<file path="src/rtl/seg_pkg.sv">
// ============================================================================
//  Module  : seg_pkg
//  Purpose : Shared scan-state type and seven-segment constants for the
//            seven-segment scan driver.
//  Rev     : 1.0  initial release
// ============================================================================
`default_nettype none

package seg_pkg;

  typedef enum logic {
    S_GUARD = 1'b0,
    S_DRIVE = 1'b1
  } scan_state_t;

  localparam int N_DIGITS_DEF = 6;

  // Segment order gfedcba, active low.
  localparam logic [6:0] SEG_OFF = 7'h7F;
  localparam logic [6:0] SEG_HEX [16] = '{
    7'h40, 7'h79, 7'h24, 7'h30, 7'h19, 7'h12, 7'h02, 7'h78,
    7'h00, 7'h10, 7'h08, 7'h03, 7'h46, 7'h21, 7'h06, 7'h0E
  };

endpackage

`default_nettype wire

</file>
<file path="src/rtl/seg_scan_driver_if.sv">
// ============================================================================
//  Module  : seg_scan_driver_if
//  Purpose : Frame hand-off from the digit formatter to the scan driver.
//  Rev     : 1.0  initial release
// ============================================================================
`default_nettype none

interface seg_scan_driver_if #(
  parameter int N_DIGITS = 6
);
  logic                in_valid;
  logic                in_ready;
  logic [15:0]         in_data;
  logic [N_DIGITS-1:0] in_dp;
  logic [N_DIGITS-1:0] in_blank;

  modport master (output in_valid, in_data, in_dp, in_blank, input in_ready);
  modport slave  (input in_valid, in_data, in_dp, in_blank, output in_ready);
endinterface

`default_nettype wire

</file>
<file path="src/rtl/seg_hex_decode.sv">
// ============================================================================
//  Module  : seg_hex_decode
//  Purpose : Combinational hex nibble to active-low gfedcba segment decode.
//  Rev     : 1.0  initial release
// ============================================================================
`default_nettype none

module seg_hex_decode
  import seg_pkg::*;
(
  input  logic [3:0] nibble,
  output logic [6:0] seg_n
);
  assign seg_n = SEG_HEX[nibble];
endmodule

`default_nettype wire

</file>
<file path="src/rtl/seg_scan_driver.sv">
// ============================================================================
//  Module  : seg_scan_driver
//  Purpose : Tear-free, ghost-suppressed multiplexed seven-segment scanner.
//            Optional brightness control: define SEG_SCAN_DIM_EN.
//  Rev     : 1.0  initial release
// ============================================================================
`default_nettype none

module seg_scan_driver
  import seg_pkg::*;
#(
  parameter int N_DIGITS  = N_DIGITS_DEF,
  parameter int SCAN_DIV  = 50000,
  parameter int GUARD_CYC = 16
) (
  input  logic                clk,
  input  logic                reset,
  seg_scan_driver_if.slave    in_if,
`ifdef SEG_SCAN_DIM_EN
  input  logic [2:0]          dim_level,
`endif
  output logic [N_DIGITS-1:0] an_n,
  output logic [6:0]          seg_n,
  output logic                dp_n,
  output logic                frame_done
);

  localparam int c_cnt_w = $clog2(SCAN_DIV);
  localparam int c_idx_w = $clog2(N_DIGITS);
  localparam logic [c_cnt_w-1:0] c_cnt_last  = c_cnt_w'(SCAN_DIV - 1);
  localparam logic [c_cnt_w-1:0] c_guard_end = c_cnt_w'(GUARD_CYC - 1);
  localparam logic [c_idx_w-1:0] c_idx_last  = c_idx_w'(N_DIGITS - 1);

  scan_state_t         r_state, w_state_nxt;
  logic [c_cnt_w-1:0]  r_cnt;
  logic [c_idx_w-1:0]  r_idx;
  logic                w_tick, w_boundary, w_commit, w_accept, w_dim_on;

  logic                r_pend_full;
  logic [15:0]         r_pend_data, r_act_data;
  logic [N_DIGITS-1:0] r_pend_dp, r_pend_blank, r_act_dp, r_act_blank;

  logic [3:0]          w_nibble;
  logic [6:0]          w_seg_hex, w_seg_nxt, r_seg_n;
  logic [N_DIGITS-1:0] w_an_nxt, r_an_n;
  logic                w_dp_nxt, r_dp_n, r_frame_done;

  assign w_tick     = (r_cnt == c_cnt_last);
  assign w_boundary = w_tick && (r_idx == c_idx_last);
  assign w_commit   = w_boundary && r_pend_full;
  assign in_if.in_ready = !r_pend_full || w_commit;
  assign w_accept   = in_if.in_valid && in_if.in_ready;

  always_ff @(posedge clk) begin
    if (reset) begin
      r_state <= S_GUARD;
      r_cnt   <= '0;
      r_idx   <= '0;
    end else begin
      r_state <= w_state_nxt;
      r_cnt   <= w_tick ? '0 : r_cnt + 1'b1;
      if (w_tick)
        r_idx <= (r_idx == c_idx_last) ? '0 : r_idx + 1'b1;
    end
  end

  // Single-entry frame buffer; active copy only changes at the frame boundary.
  always_ff @(posedge clk) begin
    if (reset) begin
      r_pend_full  <= 1'b0;
      r_pend_data  <= '0;
      r_pend_dp    <= '0;
      r_pend_blank <= '0;
      r_act_data   <= '0;
      r_act_dp     <= '0;
      r_act_blank  <= '1;
    end else begin
      if (w_commit) begin
        r_act_data  <= r_pend_data;
        r_act_dp    <= r_pend_dp;
        r_act_blank <= r_pend_blank;
      end
      if (w_accept) begin
        r_pend_full  <= 1'b1;
        r_pend_data  <= in_if.in_data;
        r_pend_dp    <= in_if.in_dp;
        r_pend_blank <= in_if.in_blank;
      end else if (w_commit) begin
        r_pend_full <= 1'b0;
      end
    end
  end

`ifdef SEG_SCAN_DIM_EN
  localparam logic [c_cnt_w-1:0] c_sub_last = c_cnt_w'((SCAN_DIV - GUARD_CYC) / 8 - 1);
  logic [2:0]         r_dim, r_win;
  logic [c_cnt_w-1:0] r_win_cnt;

  // Drive phase is cut into 8 equal sub-windows tracked by r_win.
  always_ff @(posedge clk) begin
    if (reset) begin
      r_dim     <= 3'd7;
      r_win     <= '0;
      r_win_cnt <= '0;
    end else begin
      if (r_cnt == '0)
        r_dim <= dim_level;
      if (r_state == S_GUARD) begin
        r_win     <= '0;
        r_win_cnt <= '0;
      end else if (r_win_cnt == c_sub_last) begin
        r_win     <= r_win + 1'b1;
        r_win_cnt <= '0;
      end else begin
        r_win_cnt <= r_win_cnt + 1'b1;
      end
    end
  end

  assign w_dim_on = (r_win <= r_dim);
`else
  assign w_dim_on = 1'b1;
`endif

  assign w_nibble = (int'(r_idx) < 4) ? r_act_data[{r_idx[1:0], 2'b00} +: 4] : 4'h0;

  seg_hex_decode u_hex (
    .nibble (w_nibble),
    .seg_n  (w_seg_hex)
  );

  always_comb begin
    w_state_nxt = r_state;
    w_an_nxt    = '1;
    w_seg_nxt   = SEG_OFF;
    w_dp_nxt    = 1'b1;
    unique case (r_state)
      S_GUARD: if (r_cnt == c_guard_end) w_state_nxt = S_DRIVE;
      S_DRIVE: begin
        if (w_tick) w_state_nxt = S_GUARD;
        if (!r_act_blank[r_idx] && w_dim_on) begin
          w_an_nxt  = ~(N_DIGITS'(1) << r_idx);
          w_seg_nxt = w_seg_hex;
          w_dp_nxt  = ~r_act_dp[r_idx];
        end
      end
      default: w_state_nxt = S_GUARD;
    endcase
  end

  always_ff @(posedge clk) begin
    if (reset) begin
      r_an_n       <= '1;
      r_seg_n      <= SEG_OFF;
      r_dp_n       <= 1'b1;
      r_frame_done <= 1'b0;
    end else begin
      r_an_n       <= w_an_nxt;
      r_seg_n      <= w_seg_nxt;
      r_dp_n       <= w_dp_nxt;
      r_frame_done <= w_boundary;
    end
  end

  assign an_n       = r_an_n;
  assign seg_n      = r_seg_n;
  assign dp_n       = r_dp_n;
  assign frame_done = r_frame_done;

endmodule

`default_nettype wire

</file>
<file path="src/flat_wrapper.sv">
// flat-port wrapper written by rule: the top's interface ports become plain ports
module seg_scan_driver_flat import seg_pkg::*;
#(
  parameter int N_DIGITS  = N_DIGITS_DEF,
  parameter int SCAN_DIV  = 50000,
  parameter int GUARD_CYC = 16
)
  (clk, reset, an_n, seg_n, dp_n, frame_done, in_if_in_valid, in_if_in_data, in_if_in_dp, in_if_in_blank, in_if_in_ready);
  seg_scan_driver_if #(.N_DIGITS(N_DIGITS)) in_if_i ();
  input  logic clk;
  input  logic reset;
  output logic [N_DIGITS-1:0] an_n;
  output logic [6:0] seg_n;
  output logic dp_n;
  output logic frame_done;
  input wire logic [$bits(in_if_i.in_valid)-1:0] in_if_in_valid;
  input wire logic [$bits(in_if_i.in_data)-1:0] in_if_in_data;
  input wire logic [$bits(in_if_i.in_dp)-1:0] in_if_in_dp;
  input wire logic [$bits(in_if_i.in_blank)-1:0] in_if_in_blank;
  output wire logic [$bits(in_if_i.in_ready)-1:0] in_if_in_ready;
  assign in_if_i.in_valid = in_if_in_valid;
  assign in_if_i.in_data = in_if_in_data;
  assign in_if_i.in_dp = in_if_in_dp;
  assign in_if_i.in_blank = in_if_in_blank;
  assign in_if_in_ready = in_if_i.in_ready;
  seg_scan_driver #(.N_DIGITS(N_DIGITS), .SCAN_DIV(SCAN_DIV), .GUARD_CYC(GUARD_CYC)) u_core (.clk(clk), .reset(reset), .in_if(in_if_i), .an_n(an_n), .seg_n(seg_n), .dp_n(dp_n), .frame_done(frame_done));
endmodule
</file>
<file path="config.mk">
export PLATFORM = sky130hd
export DESIGN_NAME = seg_scan_driver_flat
export DESIGN_NICKNAME = d
export VERILOG_FILES = /design/src/rtl/seg_pkg.sv /design/src/rtl/seg_scan_driver_if.sv /design/src/rtl/seg_hex_decode.sv /design/src/rtl/seg_scan_driver.sv /design/src/flat_wrapper.sv
export SDC_FILE = /design/constraint.sdc
export NUM_CORES = 1
export LEC_CHECK = 0
export CAP_MARGIN = 10
export CELL_PAD_IN_SITES_DETAIL_PLACEMENT = 1
export CELL_PAD_IN_SITES_GLOBAL_PLACEMENT = 1
export CORE_MARGIN = 10
export CORE_UTILIZATION = 46
export CTS_CLUSTER_DIAMETER = 150
export CTS_CLUSTER_SIZE = 25
export DETAILED_ROUTE_END_ITERATION = 12
export GPL_TIMING_DRIVEN = 0
export PLACE_DENSITY = 0.89
export SLEW_MARGIN = 10
export SYNTH_ARGS = -nofsm -noshare
export SYNTH_HDL_FRONTEND = slang
export SYNTH_HIERARCHICAL = 1
export SYNTH_SLANG_ARGS = --single-unit
</file>
<file path="constraint.sdc">
create_clock -name clk -period 4.27 [get_ports clk]
set_input_delay 0.6405 -clock clk [delete_from_list [all_inputs] [get_ports clk]]
set_output_delay 0.6405 -clock clk [all_outputs]
set_load 0.005 [all_outputs]
</file>
==> metrics.md <==
| Metric | Value |
|---|---|
| Area Growth Syn to Fin | 19.3% |
| Detailed placer's ending HPWL | 7370 µm |
| Post-synthesis sequential element count | 92 |
| Most common cell in the netlist | nand2_1 |
| Die span in x | 114 µm |
| Met1 usage | 18.4% |
| Worst EP arrival | 2.42 ns |
| Status | completed |
| Synth Area in Compound Gates | 4.45% |
| Post-synthesis mux area share | 18.1% |
| Worst Reg-to-Reg Cells | 9 |
| Post-synth EDFFs | 0 |
| Primary FF master, synth | dfxtp_1 |
| DRC viols | 0 |
| Crit path launch type | flip-flop |
| Netlist cell types | 46 |
| Adder-Cell Fraction of Synth Area | 2.80% |
| Achievable frequency | 327 MHz |
| Pre-Repair DR Iteration Count | 4 |
| Area occupied by multi-input gates | 1980 µm² |
| Port Buffers | 45 |
| Layout cell share with drive strength beyond 1 | 8.30% |
| Clock transition at path regs | 0.09 ns |
| Mapped Nets | 461 |
| Setup TNS | 0 ns |
| RSZ-0062 raised after global routing | no |
| Top post-synthesis cells by count | 93 x nand2_1, 92 x dfxtp_1, 58 x mux2i_1 |
| GRT Overall Usage | 15.6% |
| Finish-stage setup viols | 0 |
| Antenna diode count | 0 |
| Site row count | 34 |
| Worst skew pair latency | 0.36 ns |
| Worst hold-check path type | flip-flop to flip-flop |
| Final Hold Violating Endpoints | 0 |
| Initial antenna violation count | 0 |
| Clock root buffer | clkbuf_8 |
| CTS tree | yes |
| Cts bufs inserted | 9 |
| Sequential fraction of the synthesis area | 45.8% |
| Height of the die | 114 µm |
| Critical-path maximum fanout | 10 |
| Layout fillers | 1003 |
| Clock Path Buffers | 2 |
| Endpoint class of the critical path | output port |
| Met3 Track Usage GR | 3.67% |
| Setup WS post-layout | 1.21 ns |
| Via count | 3173 |
| Routability Congestion | 0.867 |
| Congestion Overflow GR | 0 |
| Vias in the first global route | 3405 |
| Synth warnings | 6 |
| Final Max Tran Viols | 0 |
| Yosys top cell area share | 45.8% |
| Worst slew pin tran | 0.617 ns |
| Detailed router's first-iteration violation count | 123 |
| MaxCap Viol Count | 0 |
| Hold Path Depth | 2 |
| Post-DRT Antenna Nets | 0 |
| Top area cells in the synthesized netlist | dfxtp_1 46%, mux2i_1 14%, nand2_1 8.7% |
| Largest family of logic cells by synthesized area | simple AND/OR/NAND/NOR gates |
| H-tree levels | 3 |
| Hold_buf cts | 0 |
| Clk_skew | 0.00755 ns |
| Gr busiest metal | met2 |
| PostCTS Resize Cnt | 0 |
| Rel. slew slack | 58.9% |
| Starting Density | 46.6% |
| Simple-gate share of the synthesized area | 21.6% |
| Fin nets | 517 |
| Core box area | 8640 µm² |
| Postcts setup bufs | 0 |
| # IOs | 47 |
| Mapped Avg Cell Area | 9.55 µm² |
| Post-synthesis xor/xnor area fraction | 2.40% |
| Die Footprint | 12900 µm² |
| Leakage power total | 1.96 nW |
| Dpl ws | 1.47 ns |
| Cells after synthesis | 421 |
| VDD IR max | 0.160 mV |
| Tcrit/Tclk final | 71.7% |
| WL/cell | 16.9 µm |
| Largest net degree at the start of global routing | 16 |
| Global-route wire length before repair | 16700 µm |
| CP required | 3.63 ns |
| Async S/R FF share, synth | 0% |
| Post-synth top area cell | dfxtp_1 |
| Crit Path Class | flip-flop to output port |
| DR vias/cell | 5.38 |
| Synthesized area | 4020 µm² |
| GRT met2 Usage | 27.2% |
| Power Density | 327 nW/µm² |
| Final Critical Period | 3.06 ns |
| Register area | 1840 µm² |
| Clock sinks | 92 |
| DRT Wirelength | 9990 µm |
| Total power | 1.57 mW |
[metal layers]
layer | part of all wire (%) | vias to the layer above
li1 | - | 1543
met1 | 45 | 1560
met2 | 50 | 55
met3 | 4.0 | 15
met4 | 1.4 | 0
met5 | 0 | -
[layout by cell type, fill, tap and decap left out, types with 9 or more instances in the layout]
cell and n:
nand2_1 93, dfxtp_1 92, mux2i_1 58, clkdlybuf4s50_1 45
nor2_1 25, clkbuf_1 14, o21ai_0 10, or2_1 10
clkbuf_8 9, ha_1 9
[power by group]
part | switching, mW | total [mW] | internal [mW]
Clock | 0.308 | 0.579 | 0.271
Sequential | 0.00975 | 0.887 | 0.877
Combinational | 0.0517 | 0.103 | 0.0516
Total | 0.370 | 1.57 | 1.20
[cell type report]
cell class	count	area share (%)
multi-input combinational	295	41.3
clock buffer	10	2.66
timing repair buffer	45	9.38
buffer	25	3.39
inverter	9	0.704
clock inverter	6	1.33
tap	108	2.82
sequential	92	38.4
[stage by stage]
| stage | util [%] | instances | hold slack [ns] | area, µm² |
|---|---|---|---|---|
| floorplan | - | 421 | 0.422 | 4020 |
| global placement | 53.4 | 574 | 0.442 | 4610 |
| detailed placement | 53.4 | 574 | 0.444 | 4610 |
| CTS | 55.6 | 590 | 0.467 | 4800 |
| global route | 55.6 | 590 | 0.494 | 4800 |
| finish | 55.6 | 590 | 0.468 | 4800 |
[kinds of logic (layout without fill, tap and decap cells)]
logic type,after synthesis,after routing
flops,92,92
xor+xnor,11,11
mux,65,65
buf+inv,34,95
compound gates,31,31
simple gates,179,179
fa+ha+maj,9,9
[worst max-delay path: stages (launching register included)]
cell and delay (ns):
dfxtp_1 0.39, ha_1 0.24, and4_1 0.36, nand4_4 0.22, o21ai_0 0.29, clkdlybuf4s50_1 0.56
[registers in the layout, indices dropped and copies added (netlist names)]
register,flops
u_core/an_n,6
u_core/dp_n,1
u_core/frame_done,1
u_core/r_act_blank,6
u_core/r_act_data,16
u_core/r_act_dp,6
u_core/r_cnt,16
u_core/r_idx,3
u_core/r_pend_blank,6
u_core/r_pend_data,16
u_core/r_pend_dp,6
u_core/r_pend_full,1
u_core/r_state,1
u_core/seg_n,7
[final timing paths]
| check | start | endpoint | slack, ns |
|---|---|---|---|
| setup / recovery | u_core/r_cnt[0] | in_if_in_ready | 1.21 |
| hold reg to reg | u_core/r_act_dp[3] | u_core/r_act_dp[3] | 0.47 |
| hold / removal | u_core/r_act_dp[3] | u_core/r_act_dp[3] | 0.47 |
| setup reg to reg | u_core/r_idx[0] | u_core/seg_n[3] | 1.47 |
Power figures use the tool's default switching activity.
